File: src/rtl/fetch_stage.sv
// Instruction fetch stage: owns the PC, drives a synchronous-read instruction
// memory and holds the IF/ID register presented to decode.
//
// state  | meaning
// S_FILL | no valid word on imem_rdata yet; issue first read, emit a bubble
// S_RUN  | imem_rdata holds the word for fetch_pc; move it into IF/ID
module fetch_stage #(
  parameter int              PC_W     = 16,
  parameter logic [PC_W-1:0] RESET_PC = '0
) (
  input  logic            clk,
  input  logic            rst,
  input  logic            stall,
  input  logic            br_taken,
  input  logic [PC_W-1:0] br_target,
  output logic [PC_W-1:0] imem_addr,
  output logic            imem_rd_en,
  input  logic [15:0]     imem_rdata,
  output logic [15:0]     inst,
  output logic [PC_W-1:0] inst_pc,
  output logic [PC_W-1:0] inst_pc_plus1,
  output logic            inst_valid
);

  localparam logic [PC_W-1:0] PC_ONE = {{(PC_W-1){1'b0}}, 1'b1};

  typedef enum logic {
    S_FILL = 1'b0,
    S_RUN  = 1'b1
  } state_t;

  state_t          state_q, state_d;
  logic [PC_W-1:0] pc_q, pc_d;
  logic [PC_W-1:0] fetch_pc_q, fetch_pc_d;
  logic [15:0]     inst_q, inst_d;
  logic [PC_W-1:0] inst_pc_q, inst_pc_d;
  logic [PC_W-1:0] inst_pc_plus1_q, inst_pc_plus1_d;
  logic            inst_valid_q, inst_valid_d;

  always_ff @(posedge clk) begin
    if (rst) begin
      state_q         <= S_FILL;
      pc_q            <= RESET_PC;
      fetch_pc_q      <= RESET_PC;
      inst_q          <= 16'h0000;
      inst_pc_q       <= '0;
      inst_pc_plus1_q <= '0;
      inst_valid_q    <= 1'b0;
    end else begin
      state_q         <= state_d;
      pc_q            <= pc_d;
      fetch_pc_q      <= fetch_pc_d;
      inst_q          <= inst_d;
      inst_pc_q       <= inst_pc_d;
      inst_pc_plus1_q <= inst_pc_plus1_d;
      inst_valid_q    <= inst_valid_d;
    end
  end

  // Memory output is only advanced when the IF/ID register will consume it,
  // so a stall keeps imem_rdata paired with fetch_pc.
  always_comb begin
    state_d         = state_q;
    pc_d            = pc_q;
    fetch_pc_d      = fetch_pc_q;
    inst_d          = inst_q;
    inst_pc_d       = inst_pc_q;
    inst_pc_plus1_d = inst_pc_plus1_q;
    inst_valid_d    = inst_valid_q;
    imem_rd_en      = 1'b0;

    if (rst) begin
      imem_rd_en = 1'b0;
    end else if (br_taken) begin
      pc_d         = br_target;
      inst_d       = 16'h0000;
      inst_valid_d = 1'b0;
      state_d      = S_FILL;
    end else if (!stall) begin
      imem_rd_en = 1'b1;
      fetch_pc_d = pc_q;
      pc_d       = pc_q + PC_ONE;
      case (state_q)
        S_FILL: begin
          inst_d       = 16'h0000;
          inst_valid_d = 1'b0;
          state_d      = S_RUN;
        end
        S_RUN: begin
          inst_d          = imem_rdata;
          inst_pc_d       = fetch_pc_q;
          inst_pc_plus1_d = fetch_pc_q + PC_ONE;
          inst_valid_d    = 1'b1;
          state_d         = S_RUN;
        end
        default: state_d = S_FILL;
      endcase
    end
  end

  assign imem_addr     = pc_q;
  assign inst          = inst_q;
  assign inst_pc       = inst_pc_q;
  assign inst_pc_plus1 = inst_pc_plus1_q;
  assign inst_valid    = inst_valid_q;

endmodule
File: config.mk
export PLATFORM = sky130hd
export DESIGN_NAME = fetch_stage
export DESIGN_NICKNAME = d
export VERILOG_FILES = /design/src/rtl/fetch_stage.sv
export SDC_FILE = /design/constraint.sdc
export NUM_CORES = 1
export LEC_CHECK = 0
export CAP_MARGIN = 20
export CORE_UTILIZATION = 40
export CTS_BUF_LIST = sky130_fd_sc_hd__clkbuf_8
export CTS_CLUSTER_DIAMETER = 50
export DETAILED_ROUTE_END_ITERATION = 16
export GPL_TIMING_DRIVEN = 0
export PLACE_DENSITY_LB_ADDON = 0.3
export SLEW_MARGIN = 20
export SYNTH_ARGS = -nofsm -noshare
export SYNTH_HDL_FRONTEND = slang
export SYNTH_SLANG_ARGS = --single-unit
File: constraint.sdc
create_clock -name clk -period 1.5 [get_ports clk]
set_input_delay 0.3 -clock clk [delete_from_list [all_inputs] [get_ports clk]]
set_output_delay 0.3 -clock clk [all_outputs]
set_load 0.03 [all_outputs]
Yosys cells after proc, flatten, opt, wreduce, memory -nomap -nowiden --
Index checks and enable logic that the tools add are counted. Widths: inputs -> output; s select.
Cells by class: div/mod/pow operators 0, magnitude comparators 0, bitwise logic cells 3, muxes and demuxes 7, eq/ne operators 1, shifts and indexed selects 0, add/sub/neg operators 2, $mul 0, reduce and logical (&&, ||, !) cells 3
Operator list (number):
- $add 16x1->16 const B | 2
- $mux 16 | 2
- $pmux 16 s2 | 1
- $mux 1 | 3
- $not 1->1 | 3
- $reduce_and 3->1 | 1
- $ne 2x1->1 const B | 1
- $pmux 1 s2 | 1
- $reduce_and 2->1 | 1
- $reduce_or 2->1 | 1
Word-level totals: memory bits (writable) 0, latch bits 0, memory bits (read-only) 0, register bits after elaboration 82, input port bits 36, memories kept 0, word-level logic and storage cells 23, output and inout port bits 66

Logic depth before layout (Yosys ltp) --
word-level depth 3, gate-level depth with buffers 7, gate-level depth less buffers 5

Worst setup path before layout --
OpenSTA, ideal clock, no wires.
kind input to output, start input port br_taken, end output port imem_rd_en, required time 1200 ps, stages 5, setup slack -367 ps, arrival time 1567 ps, cell sequence buf_2 -> or2_2 -> clkbuf_1 -> buf_1 -> nor2_1
Between the ends: word-level cells in the longest chain between the ends 2
Ends and longest elaborated chain:
- from (decl) | line 14 | input logic br_taken,
- $mux 1 | line 74 | end else if (br_taken) begin
- $mux 1 | line 72 | if (rst) begin
- to (decl) | line 17 | output logic imem_rd_en,
No other way between the ends.

Worst setup path after layout --
Same ends and word-level chain as after synthesis.

==> metrics.yaml <==
cp.required_ps: 1200
yosysWarnings: 0
drc_errors: 0
fin_crit_sh: 1.02
rows: 33
grt_pass1_wl_mm: 14.9
p_int_w: 0.00310
cts.clk_slew.worst_paths_ps: 80
placed_cells: 615
htreeDepth: 3
worstPathArrival_ps: 1230
fp.dieH_um: 95.2
cts_hold_buf: 0
diodes: 0
outcome: "finished, violations left"
cts_tree: "yes"
synth_seq_area_share: 0.472
hold_violations: 0
via_per_inst: 5.24
p_sw_frac: 0.276
wl_per_cell_um: 14.5
switchingPower_w: 0.00118
path_max_fanout: 11
core_um2: 8300
dr.pass1.iters: 5
drt-total-wl_mm: 9.25
die_area_um2: 9070
synth_nets: 448
antenna_found_initial: 0
max_slew_margin: 0.592
finalPower_w: 0.00429
syn-cell-area_um2: 3480
final_net_count: 568
io_buffers: 100
grt_pass1_vias: 3075
synthCells: 410
holdWs_ps: 453
syn2layout_area_growth_pct: 43.0
vdd_ir_drop_max_mv: 0.537
cts_inserted_buffers: 9
fin_skew_ps: 7.43
finalMaxSlewViolations: 0
cp-end-kind: "output port"
start_util: 0.419
drtAntennaViolNets: 0
clkPwrFrac: 0.333
ys_types: 38
final_util: 0.599
place_congestion: 0.832
finalCriticalPeriod_ps: 1530
hold_class: "reg2reg"
critPathLaunchType: "input port"
maxCapViolCount: 0
timing.fmax_mhz: 652
grt_usage: 0.214
p_seq_frac: 0.542
clock_latency_ps: 350
dp_hpwl_mm: 6.60
cts_sinks: 82
power_density_nw_per_um2: 862
worstSetupPathType: "in2out"
p_leak_nw: 1.98
root_buffer: "clkbuf_8"
combinationalPowerShare: 0.125
setup_slack_ps: -33.4
layout-drive-gt1-share: 0.187
drt_iter0_drc: 134
gr-total-overflow: 0
ys_ff_latch: 82
rsz0062_at_grt: "yes"
violations: "setup timing"
syn_avg_cell_area_um2: 8.48
grt_max_degree: 14
ioPinCount: 102
tightest_slew_ps: 612
instances_no_fill: 640
die_x_um: 95.2
vias: 3353
clock_path_buffers: 2
setup_viol: 1
==> timing repair <==
action,4_1_cts,5_1_grt
setup buffers,6,5
gates cloned,0,1
resized for setup,115,35
pin swaps,2,6
endpoints found under the setup margin,127,66
==> final cells by class <==
class                      instances  area [µm²]
buffer                            27         160
clock buffer                      10         138
clock inverter                     6        35.0
fill                             758        3330
inverter                           7        26.3
multi-input combinational        292        1810
sequential                        82        1670
tap                              105         131
timing repair buffer             111         997
==> layer usage <==
layer  up-vias  global-route usage  wire length [µm]
li1       1657                   -                 -
met1      1569               0.281              4150
met2       116               0.338              4400
met3        11              0.0439               562
met4         0              0.0909               140
met5         -                   0                 0
==> worst max-delay path, cell delays in order <==
cell           delay (ps)
dlygate4sd2_1         260
buf_6                 130
or2_4                 290
nor2_4                120
buf_6                 130
==> worst paths after layout <==
check	slack, ps	startpoint	cells after the start	end
max reg2reg	60	imem_addr[4]	3	imem_addr[7]
min	450	inst_pc[5]	2	inst_pc[5]
min reg2reg	450	inst_pc[5]	2	inst_pc[5]
max	-30	br_taken	5	imem_rd_en
==> synth_stat cells <==
library cell | count | area (µm²)
or3_1 | 3 | 18.8
nand4_1 | 5 | 31.3
nand3b_4 | 1 | 20.0
nor4_2 | 6 | 75.1
or2_2 | 1 | 6.26
nand2_1 | 82 | 308
mux2i_1 | 1 | 10.0
o21bai_1 | 1 | 7.51
nor2_2 | 1 | 6.26
buf_4 | 1 | 7.51
nor4_1 | 2 | 12.5
nor3_1 | 9 | 45.0
nand4_4 | 2 | 42.5
clkbuf_1 | 13 | 48.8
nand4b_2 | 1 | 15.0
dfxtp_1 | 82 | 1640
xnor2_1 | 20 | 175
xor2_1 | 4 | 35.0
a22oi_1 | 16 | 120
a21oi_1 | 42 | 210
and4_1 | 1 | 8.76
a211oi_1 | 17 | 128
nor2b_1 | 1 | 6.26
inv_1 | 7 | 26.3
nand4b_1 | 1 | 8.76
ha_1 | 2 | 25.0
buf_2 | 11 | 55.1
o21ai_0 | 3 | 15.0
and3_1 | 2 | 12.5
o221ai_1 | 2 | 17.5
nor2_1 | 48 | 180
nand3_2 | 1 | 10.0
buf_1 | 5 | 18.8
nand3b_1 | 2 | 15.0
a311oi_1 | 3 | 26.3
nand3_1 | 6 | 30.0
or2_1 | 1 | 6.26
a211oi_2 | 4 | 50.1
==> cell usage in the layout, fill, tap and decap left out, drive strengths merged, types with 20 or more instances in the layout <==
cell	n
a211oi	21
a21oi	42
buf	23
clkbuf	32
clkdlybuf4s50	32
dfxtp	82
dlygate4sd2	53
nand2	82
nor2	49
xnor2	20
==> sequential cells by signal (all words and copies together), names as in the netlist <==
register,count
fetch_pc_q,16
imem_addr,16
inst,16
inst_pc,16
inst_pc_plus1,16
inst_valid,1
state_q,1
==> power groups by stage <==
stage	Sequential, W	Combinational (W)	Clock (W)
after global routing	0.00234	0.000579	0.00155
final	0.00232	0.000534	0.00143
after global placement	0.00236	0.000520	0
after CTS	0.00231	0.000529	0.00145
after floorplan	0.00243	0.000208	0
after detailed placement	0.00237	0.000528	0
==> kinds of logic (layout without fill, tap and decap cells) <==
logic type | Yosys count | after routing | share of synthesized area
AOI/OAI and AO/OA | 88 | 88 | 0.165
xor gates and xnor gates | 24 | 24 | 0.0605
adders and majority gates | 2 | 2 | 0.00720
buffers and inverters | 37 | 161 | 0.0450
DFF | 82 | 82 | 0.472
muxes | 1 | 1 | 0.00288
and+or+nand+nor | 176 | 177 | 0.247
==> per-stage QoR <==
step / setup TNS, ps / setup WS (ps) / instance area [µm²]
2_1_floorplan: -117 / -117 / 3500
3_3_place_gp: -34850 / -1250 / 4630
3_5_place_dp: -37740 / -1250 / 4630
4_1_cts: -104 / -104 / 4860
5_1_grt: -83.5 / -70.6 / 4970
6_report: -33.4 / -33.4 / 4970
Note: power is estimated with default switching activity, not from simulation.
